--- src/rtl/conv_dnn_bridge_if.sv ---
// ---------------------------------------------------------------------------
// conv_dnn_bridge_if
// Bundles the data/handshake signals between the conv pipeline, the
// conv_dnn_bridge and the dense network.
//   slave  modport : used by the bridge (takes conv data and dnn_ready, drives
//                    the DNN side, out_ready and busy)
//   master modport : used by whatever drives the bridge (stimulus side)
// Signals:
//   in_valid[NumK], in_data[NumPE][BitSize], in_set_done, dnn_ready
//   out_ready, out_valid[NumK], out_data[NumPE][BitSize], out_set_done,
//   out_fl_res, busy
// Optional (macro BRIDGE_STATUS_EN): sets_done[8], err
// ---------------------------------------------------------------------------
interface conv_dnn_bridge_if #(
    parameter int BitSize = 32,
    parameter int NumPE   = 2,
    parameter int NumK    = 4
);
    logic [NumK-1:0]               in_valid;
    logic [NumPE-1:0][BitSize-1:0] in_data;
    logic                          in_set_done;
    logic                          dnn_ready;
    logic                          out_ready;
    logic [NumK-1:0]               out_valid;
    logic [NumPE-1:0][BitSize-1:0] out_data;
    logic                          out_set_done;
    logic                          out_fl_res;
    logic                          busy;
`ifdef BRIDGE_STATUS_EN
    logic [7:0]                    sets_done;
    logic                          err;
`endif

    modport slave (
        input  in_valid, in_data, in_set_done, dnn_ready,
        output out_ready, out_valid, out_data, out_set_done, out_fl_res, busy
`ifdef BRIDGE_STATUS_EN
        , output sets_done, err
`endif
    );

    modport master (
        output in_valid, in_data, in_set_done, dnn_ready,
        input  out_ready, out_valid, out_data, out_set_done, out_fl_res, busy
`ifdef BRIDGE_STATUS_EN
        , input sets_done, err
`endif
    );
endinterface

--- src/rtl/conv_dnn_bridge.sv ---
// ---------------------------------------------------------------------------
// conv_dnn_bridge
// Handoff stage between the conv/pooling pipeline and the dense network.
// Valid vector, PE data and set-done travel through PipeStages register
// stages (valid optionally bit-reversed on entry). Once a set-done leaves the
// pipeline a flush FSM waits FlushDelay cycles, drives a FlushLen-cycle
// out_fl_res pulse, holds GuardCycles more cycles, and keeps the conv side
// stalled (out_ready low) during FLUSH and GUARD.
// Ports:
//   clk  - clock
//   res  - asynchronous active-high reset
//   bus  - conv_dnn_bridge_if.slave (data/handshake towards conv and DNN)
// Optional feature macro: BRIDGE_STATUS_EN adds bus.sets_done (saturating
// count of finished flush sequences) and bus.err (sticky protocol error).
// ---------------------------------------------------------------------------
module conv_dnn_bridge #(
    parameter int BitSize      = 32,
    parameter int NumPE        = 2,
    parameter int NumK         = 4,
    parameter int PipeStages   = 1,
    parameter int FlushDelay   = 10,
    parameter int FlushLen     = 1,
    parameter int GuardCycles  = 2,
    parameter int ReverseValid = 1
) (
    input  logic              clk,
    input  logic              res,
    conv_dnn_bridge_if.slave  bus
);

    function automatic int max3(input int a, input int b, input int c);
        int m;
        m = a;
        if (b > m) begin
            m = b;
        end else begin
            m = m;
        end
        if (c > m) begin
            m = c;
        end else begin
            m = m;
        end
        return m;
    endfunction

    // One extra bit of headroom so the counter can never wrap before the
    // terminal compare fires.
    localparam int CntW = $clog2(max3(FlushDelay, FlushLen, GuardCycles) + 1) + 1;
    localparam int DataW = NumPE * BitSize;

    typedef enum logic [1:0] {
        IDLE  = 2'd0,
        COUNT = 2'd1,
        FLUSH = 2'd2,
        GUARD = 2'd3
    } state_t;

    function automatic logic [NumK-1:0] order_valid(input logic [NumK-1:0] v);
        logic [NumK-1:0] r;
        r = v;
        if (ReverseValid != 0) begin
            for (int i = 0; i < NumK; i++) begin
                r[i] = v[NumK-1-i];
            end
        end else begin
            r = v;
        end
        return r;
    endfunction

    state_t              state_r;
    state_t              state_next_s;
    logic [CntW-1:0]     cnt_r;
    logic [CntW-1:0]     cnt_next_s;
    logic                fl_res_r;
    logic                busy_r;
    logic                ready_s;
    logic [NumK-1:0]     stage_valid_s;
    logic                stage_sd_s;
    logic                set_done_out_s;

    logic [NumK-1:0]     valid_pipe_r [PipeStages];
    logic [DataW-1:0]    data_pipe_r  [PipeStages];
    logic [PipeStages-1:0] sd_pipe_r;

    // Conv side may only issue while the DNN is ready and no flush is pending.
    assign ready_s        = bus.dnn_ready & ((state_r == IDLE) | (state_r == COUNT));
    assign bus.out_ready  = ready_s;
    assign set_done_out_s = sd_pipe_r[PipeStages-1];

    // Stage-1 inputs: beats offered while stalled are dropped (data still captured).
    always_comb begin
        stage_valid_s = {NumK{1'b0}};
        stage_sd_s    = 1'b0;
        if (ready_s) begin
            stage_valid_s = order_valid(bus.in_valid);
            stage_sd_s    = bus.in_set_done;
        end else begin
            stage_valid_s = {NumK{1'b0}};
            stage_sd_s    = 1'b0;
        end
    end

    // Delay line for valid/data/set-done; keeps shifting during FLUSH/GUARD.
    always_ff @(posedge clk or posedge res) begin
        if (res) begin
            for (int i = 0; i < PipeStages; i++) begin
                valid_pipe_r[i] <= {NumK{1'b0}};
                data_pipe_r[i]  <= {DataW{1'b0}};
            end
            sd_pipe_r <= {PipeStages{1'b0}};
        end else begin
            valid_pipe_r[0] <= stage_valid_s;
            data_pipe_r[0]  <= bus.in_data;
            sd_pipe_r[0]    <= stage_sd_s;
            for (int i = 1; i < PipeStages; i++) begin
                valid_pipe_r[i] <= valid_pipe_r[i-1];
                data_pipe_r[i]  <= data_pipe_r[i-1];
                sd_pipe_r[i]    <= sd_pipe_r[i-1];
            end
        end
    end

    assign bus.out_valid    = valid_pipe_r[PipeStages-1];
    assign bus.out_data     = data_pipe_r[PipeStages-1];
    assign bus.out_set_done = set_done_out_s;

    // Flush FSM next-state and counter; cnt restarts at 1 on every state entry.
    always_comb begin
        state_next_s = state_r;
        cnt_next_s   = cnt_r;
        case (state_r)
            IDLE: begin
                if (set_done_out_s) begin
                    if (FlushDelay == 0) begin
                        state_next_s = FLUSH;
                    end else begin
                        state_next_s = COUNT;
                    end
                    cnt_next_s = CntW'(1'b1);
                end else begin
                    cnt_next_s = {CntW{1'b0}};
                end
            end
            COUNT: begin
                if (cnt_r == CntW'(FlushDelay)) begin
                    state_next_s = FLUSH;
                    cnt_next_s   = CntW'(1'b1);
                end else begin
                    cnt_next_s = cnt_r + CntW'(1'b1);
                end
            end
            FLUSH: begin
                if (cnt_r == CntW'(FlushLen)) begin
                    if (GuardCycles == 0) begin
                        state_next_s = IDLE;
                        cnt_next_s   = {CntW{1'b0}};
                    end else begin
                        state_next_s = GUARD;
                        cnt_next_s   = CntW'(1'b1);
                    end
                end else begin
                    cnt_next_s = cnt_r + CntW'(1'b1);
                end
            end
            GUARD: begin
                if (cnt_r == CntW'(GuardCycles)) begin
                    state_next_s = IDLE;
                    cnt_next_s   = {CntW{1'b0}};
                end else begin
                    cnt_next_s = cnt_r + CntW'(1'b1);
                end
            end
            default: begin
                state_next_s = IDLE;
                cnt_next_s   = {CntW{1'b0}};
            end
        endcase
    end

    // FSM state, counter and registered pulse/busy outputs (decoded from next state).
    always_ff @(posedge clk or posedge res) begin
        if (res) begin
            state_r  <= IDLE;
            cnt_r    <= {CntW{1'b0}};
            fl_res_r <= 1'b0;
            busy_r   <= 1'b0;
        end else begin
            state_r  <= state_next_s;
            cnt_r    <= cnt_next_s;
            fl_res_r <= (state_next_s == FLUSH);
            busy_r   <= (state_next_s != IDLE);
        end
    end

    assign bus.out_fl_res = fl_res_r;
    assign bus.busy       = busy_r;

`ifdef BRIDGE_STATUS_EN
    logic [7:0] sets_done_r;
    logic       err_r;
    logic       err_event_s;
    logic       flush_exit_s;

    assign flush_exit_s = (state_r == FLUSH) & (state_next_s != FLUSH);
    assign err_event_s  = (((|bus.in_valid) | bus.in_set_done) & ~ready_s)
                        | (set_done_out_s & (state_r != IDLE));

    // Saturating completed-flush counter and sticky error flag.
    always_ff @(posedge clk or posedge res) begin
        if (res) begin
            sets_done_r <= 8'd0;
            err_r       <= 1'b0;
        end else begin
            if (flush_exit_s && (sets_done_r != 8'hFF)) begin
                sets_done_r <= sets_done_r + 8'd1;
            end else begin
                sets_done_r <= sets_done_r;
            end
            err_r <= err_r | err_event_s;
        end
    end

    assign bus.sets_done = sets_done_r;
    assign bus.err       = err_r;
`endif

endmodule

--- src/flat_wrapper.sv ---
// flat-port wrapper written by rule: the top's interface ports become plain ports
module conv_dnn_bridge_flat 
#(
    parameter int BitSize      = 32,
    parameter int NumPE        = 2,
    parameter int NumK         = 4,
    parameter int PipeStages   = 1,
    parameter int FlushDelay   = 10,
    parameter int FlushLen     = 1,
    parameter int GuardCycles  = 2,
    parameter int ReverseValid = 1
)
  (clk, res, bus_in_valid, bus_in_data, bus_in_set_done, bus_dnn_ready, bus_out_ready, bus_out_valid, bus_out_data, bus_out_set_done, bus_out_fl_res, bus_busy);
  conv_dnn_bridge_if #(.BitSize(BitSize), .NumPE(NumPE), .NumK(NumK)) bus_i ();
  input  logic clk;
  input  logic res;
  input wire logic [$bits(bus_i.in_valid)-1:0] bus_in_valid;
  input wire logic [$bits(bus_i.in_data)-1:0] bus_in_data;
  input wire logic [$bits(bus_i.in_set_done)-1:0] bus_in_set_done;
  input wire logic [$bits(bus_i.dnn_ready)-1:0] bus_dnn_ready;
  output wire logic [$bits(bus_i.out_ready)-1:0] bus_out_ready;
  output wire logic [$bits(bus_i.out_valid)-1:0] bus_out_valid;
  output wire logic [$bits(bus_i.out_data)-1:0] bus_out_data;
  output wire logic [$bits(bus_i.out_set_done)-1:0] bus_out_set_done;
  output wire logic [$bits(bus_i.out_fl_res)-1:0] bus_out_fl_res;
  output wire logic [$bits(bus_i.busy)-1:0] bus_busy;
  assign bus_i.in_valid = bus_in_valid;
  assign bus_i.in_data = bus_in_data;
  assign bus_i.in_set_done = bus_in_set_done;
  assign bus_i.dnn_ready = bus_dnn_ready;
  assign bus_out_ready = bus_i.out_ready;
  assign bus_out_valid = bus_i.out_valid;
  assign bus_out_data = bus_i.out_data;
  assign bus_out_set_done = bus_i.out_set_done;
  assign bus_out_fl_res = bus_i.out_fl_res;
  assign bus_busy = bus_i.busy;
  conv_dnn_bridge #(.BitSize(BitSize), .NumPE(NumPE), .NumK(NumK), .PipeStages(PipeStages), .FlushDelay(FlushDelay), .FlushLen(FlushLen), .GuardCycles(GuardCycles), .ReverseValid(ReverseValid)) u_core (.clk(clk), .res(res), .bus(bus_i));
endmodule
--- config.mk ---
export PLATFORM = sky130hd
export DESIGN_NAME = conv_dnn_bridge_flat
export DESIGN_NICKNAME = d
export VERILOG_FILES = /design/src/rtl/conv_dnn_bridge_if.sv /design/src/rtl/conv_dnn_bridge.sv /design/src/flat_wrapper.sv
export SDC_FILE = /design/constraint.sdc
export NUM_CORES = 1
export LEC_CHECK = 0
export CAP_MARGIN = 5
export CORE_UTILIZATION = 37
export CTS_BUF_LIST = sky130_fd_sc_hd__clkbuf_4
export DETAILED_ROUTE_END_ITERATION = 8
export MAX_ROUTING_LAYER = met4
export PLACE_DENSITY_LB_ADDON = 0.3
export SYNTH_ARGS = -nofsm -noshare
export SYNTH_HDL_FRONTEND = slang
export SYNTH_SLANG_ARGS = --single-unit
--- constraint.sdc ---
create_clock -name clk -period 2.8 [get_ports clk]
set_input_delay 0.56 -clock clk [delete_from_list [all_inputs] [get_ports clk]]
set_output_delay 0.56 -clock clk [all_outputs]
set_load 0.1 [all_outputs]
After elaboration in Yosys (flattened, before gate mapping)
Index checks and enable logic that the tools add are counted.
- add/sub/neg operators: 1
- equality and inequality tests: 7
- muxes and demuxes: 12
- bitwise operators: 2
- reduce and logical (&&, ||, !) cells: 2
- operators with widths (kind ; count):
    $pmux W5 S4 ; 1
    $mux W5 ; 3
    $mux W2 ; 4
    $pmux W2 S4 ; 1
    $eq A2 B2 Y1 const B ; 3
    $add A5 B1 Y5 const B ; 1
    $eq A5 B1 Y1 const B ; 1
    $eq A5 B2 Y1 const B ; 1
    $eq A5 B4 Y1 const B ; 1
    $mux W4 ; 1
    $eq A2 B1 Y1 const B ; 1
    $logic_not A2 Y1 ; 1
    $mux W1 ; 2
    $reduce_bool A2 Y1 ; 1
    $and A1 B1 Y1 ; 1
    $or A1 B1 Y1 ; 1
- bits in registers: 78
- bits of input ports: 72
- output and inout port bits: 72
- word-level logic and storage cells: 31

Longest topological paths before layout
Gate-level depths: netlist of the first run.
- depth in word-level cells: 4
- mapped depth: 6
- gate-level depth less buffers: 5

Worst setup path before layout of the first run
No wires, ideal clock.
- path kind: input-to-output
- start: in bus_dnn_ready
- end: out bus_out_ready
- arrival time: 1992 ps
- required time: 2240 ps
- path slack: 248 ps
- stages on the path: 1
- path buffers: 0
- cells stage by stage: nor2b_1
- word-level cells in the longest chain between the ends: 1
- ends and longest elaborated chain (what ; line ; text):
    start, declared ; flat_wrapper.sv:20 ; input wire logic [$bits(bus_i.dnn_ready)-1:0] bus_dnn_ready;
    $and A1 B1 Y1 ; conv_dnn_bridge.sv:88 ; assign ready_s = bus.dnn_ready & ((state_r == IDLE) | (state_r == COUNT));
    end, declared ; flat_wrapper.sv:21 ; output wire logic [$bits(bus_i.out_ready)-1:0] bus_out_ready;
Every way passes these cells.

Final worst setup path of the first run
Same ends and word-level chain as after synthesis.

==> results of run 1 <==
## power breakdown
part / internal (mW) / switching, mW
clock: 0.267 / 0.372
sequential: 1.24 / 0.109
combinational: 0.325 / 0.701
## worst min-delay path, cell delays in order
cell             delay (ns)
clkdlybuf4s50_1        0.41
inv_2                  0.07
buf_12                 0.34
## flip-flops by register name, summed over array words and instances, names as in the netlist
signal                   cells
u_core.bus.out_fl_res        1
u_core.state_r               2
u_core.bus.busy              1
u_core.bus.out_valid         4
u_core.bus.out_data         64
u_core.cnt_r                 5
u_core.bus.out_set_done      1
## cell usage after synthesis (2+ instances only)
cell	n	area share
dfrtp_1	78	0.85
a21oi_1	6	0.013
and2_1	5	0.014
inv_1	4	0.0066
nand2_1	4	0.0066
buf_2	3	0.0066
ha_1	3	0.016
nor2_1	3	0.0049
nand2b_1	2	0.0055
nand3_1	2	0.0044
xnor2_1	2	0.0077
xor2_1	2	0.0077
## kinds of logic (layout without fill, tap and decap cells)
group | Yosys count | after routing | synth area share
compound gates | 10 | 10 | 0.03288
fa+ha+maj | 3 | 3 | 0.01644
xor+xnor | 4 | 4 | 0.01535
buf+inv | 7 | 164 | 0.01315
flops | 78 | 78 | 0.8548
simple gates | 24 | 24 | 0.06739
## routing by layer
metal	share of wire	up-vias
met5	0	-
met4	0.022	0
met3	0.11	10
met2	0.53	87
met1	0.34	751
li1	-	716
## worst max-delay path by stage
stage	startpoint	endpoint	cells after the start
2_1_floorplan	res	u_core.bus.busy	1
3_3_place_gp	bus_dnn_ready	bus_out_ready	3
3_5_place_dp	bus_dnn_ready	bus_out_ready	3
4_1_cts	bus_dnn_ready	bus_out_ready	3
5_1_grt	u_core.state_r[1]	bus_out_ready	2
6_report	bus_dnn_ready	bus_out_ready	3
## final cells by class
type / instances / area share
Sequential cell: 78 / 0.5167
Tap cell: 75 / 0.02484
Clock buffer: 9 / 0.01789
Multi-Input combinational cell: 41 / 0.07983
Clock inverter: 7 / 0.01689
Inverter: 4 / 0.003975
Timing Repair Buffer: 144 / 0.3398
==> qor.txt, run 1 <==
Status - complete, no violations
Worst Path Arrival - 1.59 ns
Met1 Track Usage GR - 0.1740
Fill cell count - 468
CP max-delay cell - clkdlybuf4s50_1
Core box area - 5921 um^2
Clock skew - 0.008435 ns
Die footprint - 6490 um^2
Grt met3 use - 0.07727
Period utilisation layout - 0.7664
Detail Route Antenna Nets - 0
Boundary pin count - 144
Final core occ - 0.6380
Worst path buffer plus inverter count - 2
Port Buffer Count - 143
Cell Pwr Density - 796.5 nW/um^2
Max incr delay on CP - 0.44 ns
Drc violations - 0
Seq/Total Area, Yosys - 0.8548
Via/cell ratio - 4.369
Drt initial violations - 51
Relative slew margins - 0.7014
Setup CP Type - in -> out
Fmax - 0.4660 GHz
Min Tclk post-route - 2.146 ns
HPWL Detailed - 4192 um
Commonest non-fill, non-tap cell in the layout - dfrtp_1
Leading register cell type out of synthesis - dfrtp_1
# placed instances - 342
Worst setup margin - 0.6541 ns
MaxCap Viol Count - 0
Register-to-register setup slack - 1.20 ns
Register area - 1952 um^2
Pins Over Slew Limit - 0
Antenna violations before repair - 0
DIE HEIGHT - 80.56 um
Post-route cell area - 3777 um^2
Clk Latency, worst-skew pair - 0.40 ns
Final WL - 5504 um
H-tree depth - 3
CP cell instances - clkdlybuf4s50_1 > nor2b_1 > buf_12
WP data required - 2.24 ns
Routability Congestion - 0.7491
Footprint of the multi-input gates - 301.5 um^2
Total Power - 3.009 mW
Hold Fails Final Rpt - 0
Reg2reg start - u_core.cnt_r[0]
CP Max Fanout - 6
GRT overflow - 0
Synth Warn # - 0
Area after DPL - 3646 um^2
Family with the most delay on the worst path - buffers and inverters
Mapped Area - 2283 um^2
# nets final - 353
M2 GR Usage - 0.3195
First-pass GRT wire length - 8031 um
Leak - 1.768 nW
EDFF count, synth - 0
CTS root buffer - clkbuf_4
Startpoint types - primary input
GR peak layer - met2
Worst Reg2Reg Path Length in Cells - 4
Most frequent cells in the layout - dfrtp_1 (78), clkdlybuf4s50_1 (71), buf_4 (71), clkbuf_4 (9), a21oi_1 (6)
Area grow syn2layout - 65.42%
Pre-CTS WS - 0.6343 ns
CP endpoint kind - output port
Maximum root-to-sink buffer count - 2
CTS buffer count - 9
Syn avg cell area - 18.12 um^2
Diode count - 0
Routed wire length per instance - 15.37 um
Worst Max-Slew Pin Slew - 0.4430 ns
FF-to-FF End - u_core.state_r[0]
# setup viols final - 0
GRT Overall Usage - 0.1839
Largest net degree at the start of global routing - 79
Post-CTS sizing - 0
Via count - 1,564
RSZ-0062 raised after global routing - no
Hold Slack - 0.5542 ns
Flops & latches, synth - 78
Vias in the first global route - 1,562
Gate Count Post-Synth - 126
Synth Net Count - 201
Clock transition at path regs - 0.12 ns
Hold Path Class - in -> async
TritonRoute pass-1 iters - 4
Async set-reset flop share out of synthesis - 1.000
Total negative setup slack - 0 ns
# hold bufs at CTS - 0
Max VDD drop - 0.0004007 V
Starting density of the core - 0.3857
Post-CTS setup buffers - 0
Site Rows - 28
Post-Layout Cell Count - 358
Clock sink total - 78
Yosys cell types - 24
Die Width - 80.56 um
CTS tree - done
Layout cells sized above 1 - 0.3251
No activity file was read; power rests on OpenSTA's default activity.
==> inputs of run 2 (changes only) <==
==> constraint.sdc (replaced) <==
create_clock -name clk -period 2.22 [get_ports clk]
set_input_delay 0.444 -clock clk [delete_from_list [all_inputs] [get_ports clk]]
set_output_delay 0.444 -clock clk [all_outputs]
set_load 0.1 [all_outputs]
==> qor.txt, run 2 (synthesized netlist as in run 1, its figures left out) <==
Worst setup margin - 0.3690 ns (was 0.6541 ns)
Site Rows - 28 (unchanged)
CTS root buffer - clkbuf_4 (unchanged)
Vias in the first global route - 1,473 (was 1,562)
CP Max Fanout - 11 (was 6)
# setup viols final - 0 (unchanged)
CTS buffer count - 9 (unchanged)
H-tree depth - 3 (unchanged)
Register area - 1952 um^2 (unchanged)
Clock sink total - 78 (unchanged)
HPWL Detailed - 4407 um (was 4192 um)
GRT overflow - 0 (unchanged)
# nets final - 356 (was 353)
Final core occ - 0.6378 (was 0.6380)
Fmax - 0.5402 GHz
CP cell instances - nor2b_2 > buf_12 (was clkdlybuf4s50_1 > nor2b_1 > buf_12)
Die Width - 80.56 um (unchanged)
Drc violations - 0 (unchanged)
Footprint of the multi-input gates - 304.0 um^2 (was 301.5 um^2)
CP Launch Point - u_core.state_r[1] (was bus_dnn_ready)
Relative slew margins - 0.6761 (was 0.7014)
Setup CP Type - reg -> out (was in -> out)
Reg2reg start - u_core.cnt_r[0] (unchanged)
Diode count - 0 (unchanged)
# hold bufs at CTS - 0 (unchanged)
# placed instances - 345 (was 342)
Starting density of the core - 0.3857 (unchanged)
Post-Layout Cell Count - 359 (was 358)
Pins Over Slew Limit - 0 (unchanged)
Hold Path Class - in -> async (unchanged)
Antenna violations before repair - 0 (unchanged)
Routability Congestion - 0.8026 (was 0.7491)
Cell Pwr Density - 974.1 nW/um^2 (was 796.5 nW/um^2)
Maximum root-to-sink buffer count - 2 (unchanged)
Startpoint types - register (was primary input)
Max FFs per register - 64 (unchanged)
Most frequent cells in the layout - dfrtp_1 (78), buf_4 (74), clkdlybuf4s50_1 (71), clkbuf_4 (12), a21oi_1 (6) (was dfrtp_1 (78), clkdlybuf4s50_1 (71), buf_4 (71), clkbuf_4 (9), a21oi_1 (6))
Commonest non-fill, non-tap cell in the layout - dfrtp_1 (unchanged)
Leak - 1.765 nW (was 1.768 nW)
Via count - 1,546 (was 1,564)
Max incr delay on CP - 0.52 ns (was 0.44 ns)
Post-CTS sizing - 0 (unchanged)
Status - complete, no violations (unchanged)
Int Pwr - 2.225 mW (was 1.827 mW)
Switching Share - 0.3952 (was 0.3927)
Total Power - 3.678 mW (was 3.009 mW)
Net Sw Power - 1.454 mW (was 1.182 mW)
WP data required - 1.78 ns (was 2.24 ns)
Critical path endpoint - bus_out_ready (unchanged)
Min Tclk post-route - 1.851 ns
Final WL - 5660 um (was 5504 um)
Hold Slack - 0.4208 ns (was 0.5542 ns)
TritonRoute pass-1 iters - 4 (unchanged)
FF-to-FF End - u_core.state_r[0] (unchanged)
Die footprint - 6490 um^2 (unchanged)
Hold Fails Final Rpt - 0 (unchanged)
Register-to-register setup slack - 0.68 ns (was 1.20 ns)
MaxCap Viol Count - 0 (unchanged)
GRT Overall Usage - 0.1918 (was 0.1839)
Pre-CTS WS - 0.4120 ns (was 0.6343 ns)
Clk Latency, worst-skew pair - 0.39 ns (was 0.40 ns)
Via/cell ratio - 4.306 (was 4.369)
Area grow syn2layout - 65.37% (was 65.42%)
Combinational cell fraction of total power - 0.352 (was 0.341)
Layout cells sized above 1 - 0.3345 (was 0.3251)
Fill cell count - 462 (was 468)
Drt initial violations - 48 (was 51)
Max VDD drop - 0.0005137 V (was 0.0004007 V)
Period utilisation layout - 0.8338
Post-CTS setup buffers - 0 (unchanged)
Worst Path Arrival - 1.41 ns (was 1.59 ns)
Clock transition at path regs - 0.11 ns (was 0.12 ns)
Post-route cell area - 3776 um^2 (was 3777 um^2)
Port Buffer Count - 143 (unchanged)
Worst Reg2Reg Path Length in Cells - 4 (unchanged)
Seq pwr share - 0.461 (was 0.447)
CP max-delay cell - dfrtp_1 (was clkdlybuf4s50_1)
First-pass GRT wire length - 8397 um (was 8031 um)
Clock skew - 0.008216 ns (was 0.008435 ns)
Routed wire length per instance - 15.77 um (was 15.37 um)
Power share of the clock group - 0.188 (was 0.212)
CTS tree - done (unchanged)
Detail Route Antenna Nets - 0 (unchanged)
Largest net degree at the start of global routing - 32 (was 79)
Boundary pin count - 144 (unchanged)
Core box area - 5921 um^2 (unchanged)
Area after DPL - 3675 um^2 (was 3646 um^2)
DIE HEIGHT - 80.56 um (unchanged)
CP endpoint kind - output port (unchanged)
Total negative setup slack - 0 ns (unchanged)
Worst Max-Slew Pin Slew - 0.4848 ns (was 0.4430 ns)
RSZ-0062 raised after global routing - no (unchanged)
-- run 2: cell types whose count changed in the layout (fill, tap and decap cells not counted), sizes merged --
| cell | change |
|---|---|
| clkinvlp | +1 |
| clkbuf | +3 |
| bufinv | -1 |
| buf | +3 |
| inv | -2 |
| clkinv | -3 |
-- run 2: power by group through the flow --
stage	Clock, mW	Sequential (mW)	Combinational (mW)
4_1_cts	0.722	1.69	1.31
5_1_grt	0.778	1.72	1.37
2_1_floorplan	0	2.26	0.387
6_report	0.690	1.69	1.29
3_5_place_dp	0	1.72	1.30
3_3_place_gp	0	1.72	1.29
-- run 2: cell type report --
type / instances / share of cell area
Clock buffer: 12 / 0.02386
Sequential cell: 78 / 0.5169
Inverter: 4 / 0.004970
Multi-Input combinational cell: 41 / 0.08052
Tap cell: 75 / 0.02485
Clock inverter: 2 / 0.002982
Timing Repair Buffer: 147 / 0.3459
-- run 2: metal layers --
| metal | up-vias | wire [um] | global-route usage |
|---|---|---|---|
| met3 | 13 | 525 | 0.06818 |
| met4 | 0 | 144 | 0.1000 |
| met2 | 81 | 2803 | 0.3076 |
| li1 | 718 | - | - |
| met1 | 734 | 2186 | 0.2095 |
| met5 | - | 0 | - |
-- run 2: how the worst min path moves through the flow --
| stage | startpoint | to | slack [ns] | depth (start not counted) |
|---|---|---|---|---|
| global placement | u_core.cnt_r[1] | u_core.cnt_r[1] | 0.59 | 2 |
| finish | res | u_core.bus.out_data[30] | 0.42 | 2 |
| detailed placement | u_core.cnt_r[1] | u_core.cnt_r[1] | 0.59 | 2 |
| floorplan | bus_in_data[0] | u_core.bus.out_data[0] | 0.48 | 0 |
| global route | res | u_core.bus.out_data[12] | 0.42 | 2 |
| CTS | res | u_core.bus.out_data[34] | 0.41 | 2 |
-- run 2: worst max-delay path, delay by kind of cell (launching register included) --
kind | cells | cell delay [ns]
flops | 1 | 0.52
buf+inv | 1 | 0.21
simple gates | 1 | 0.29
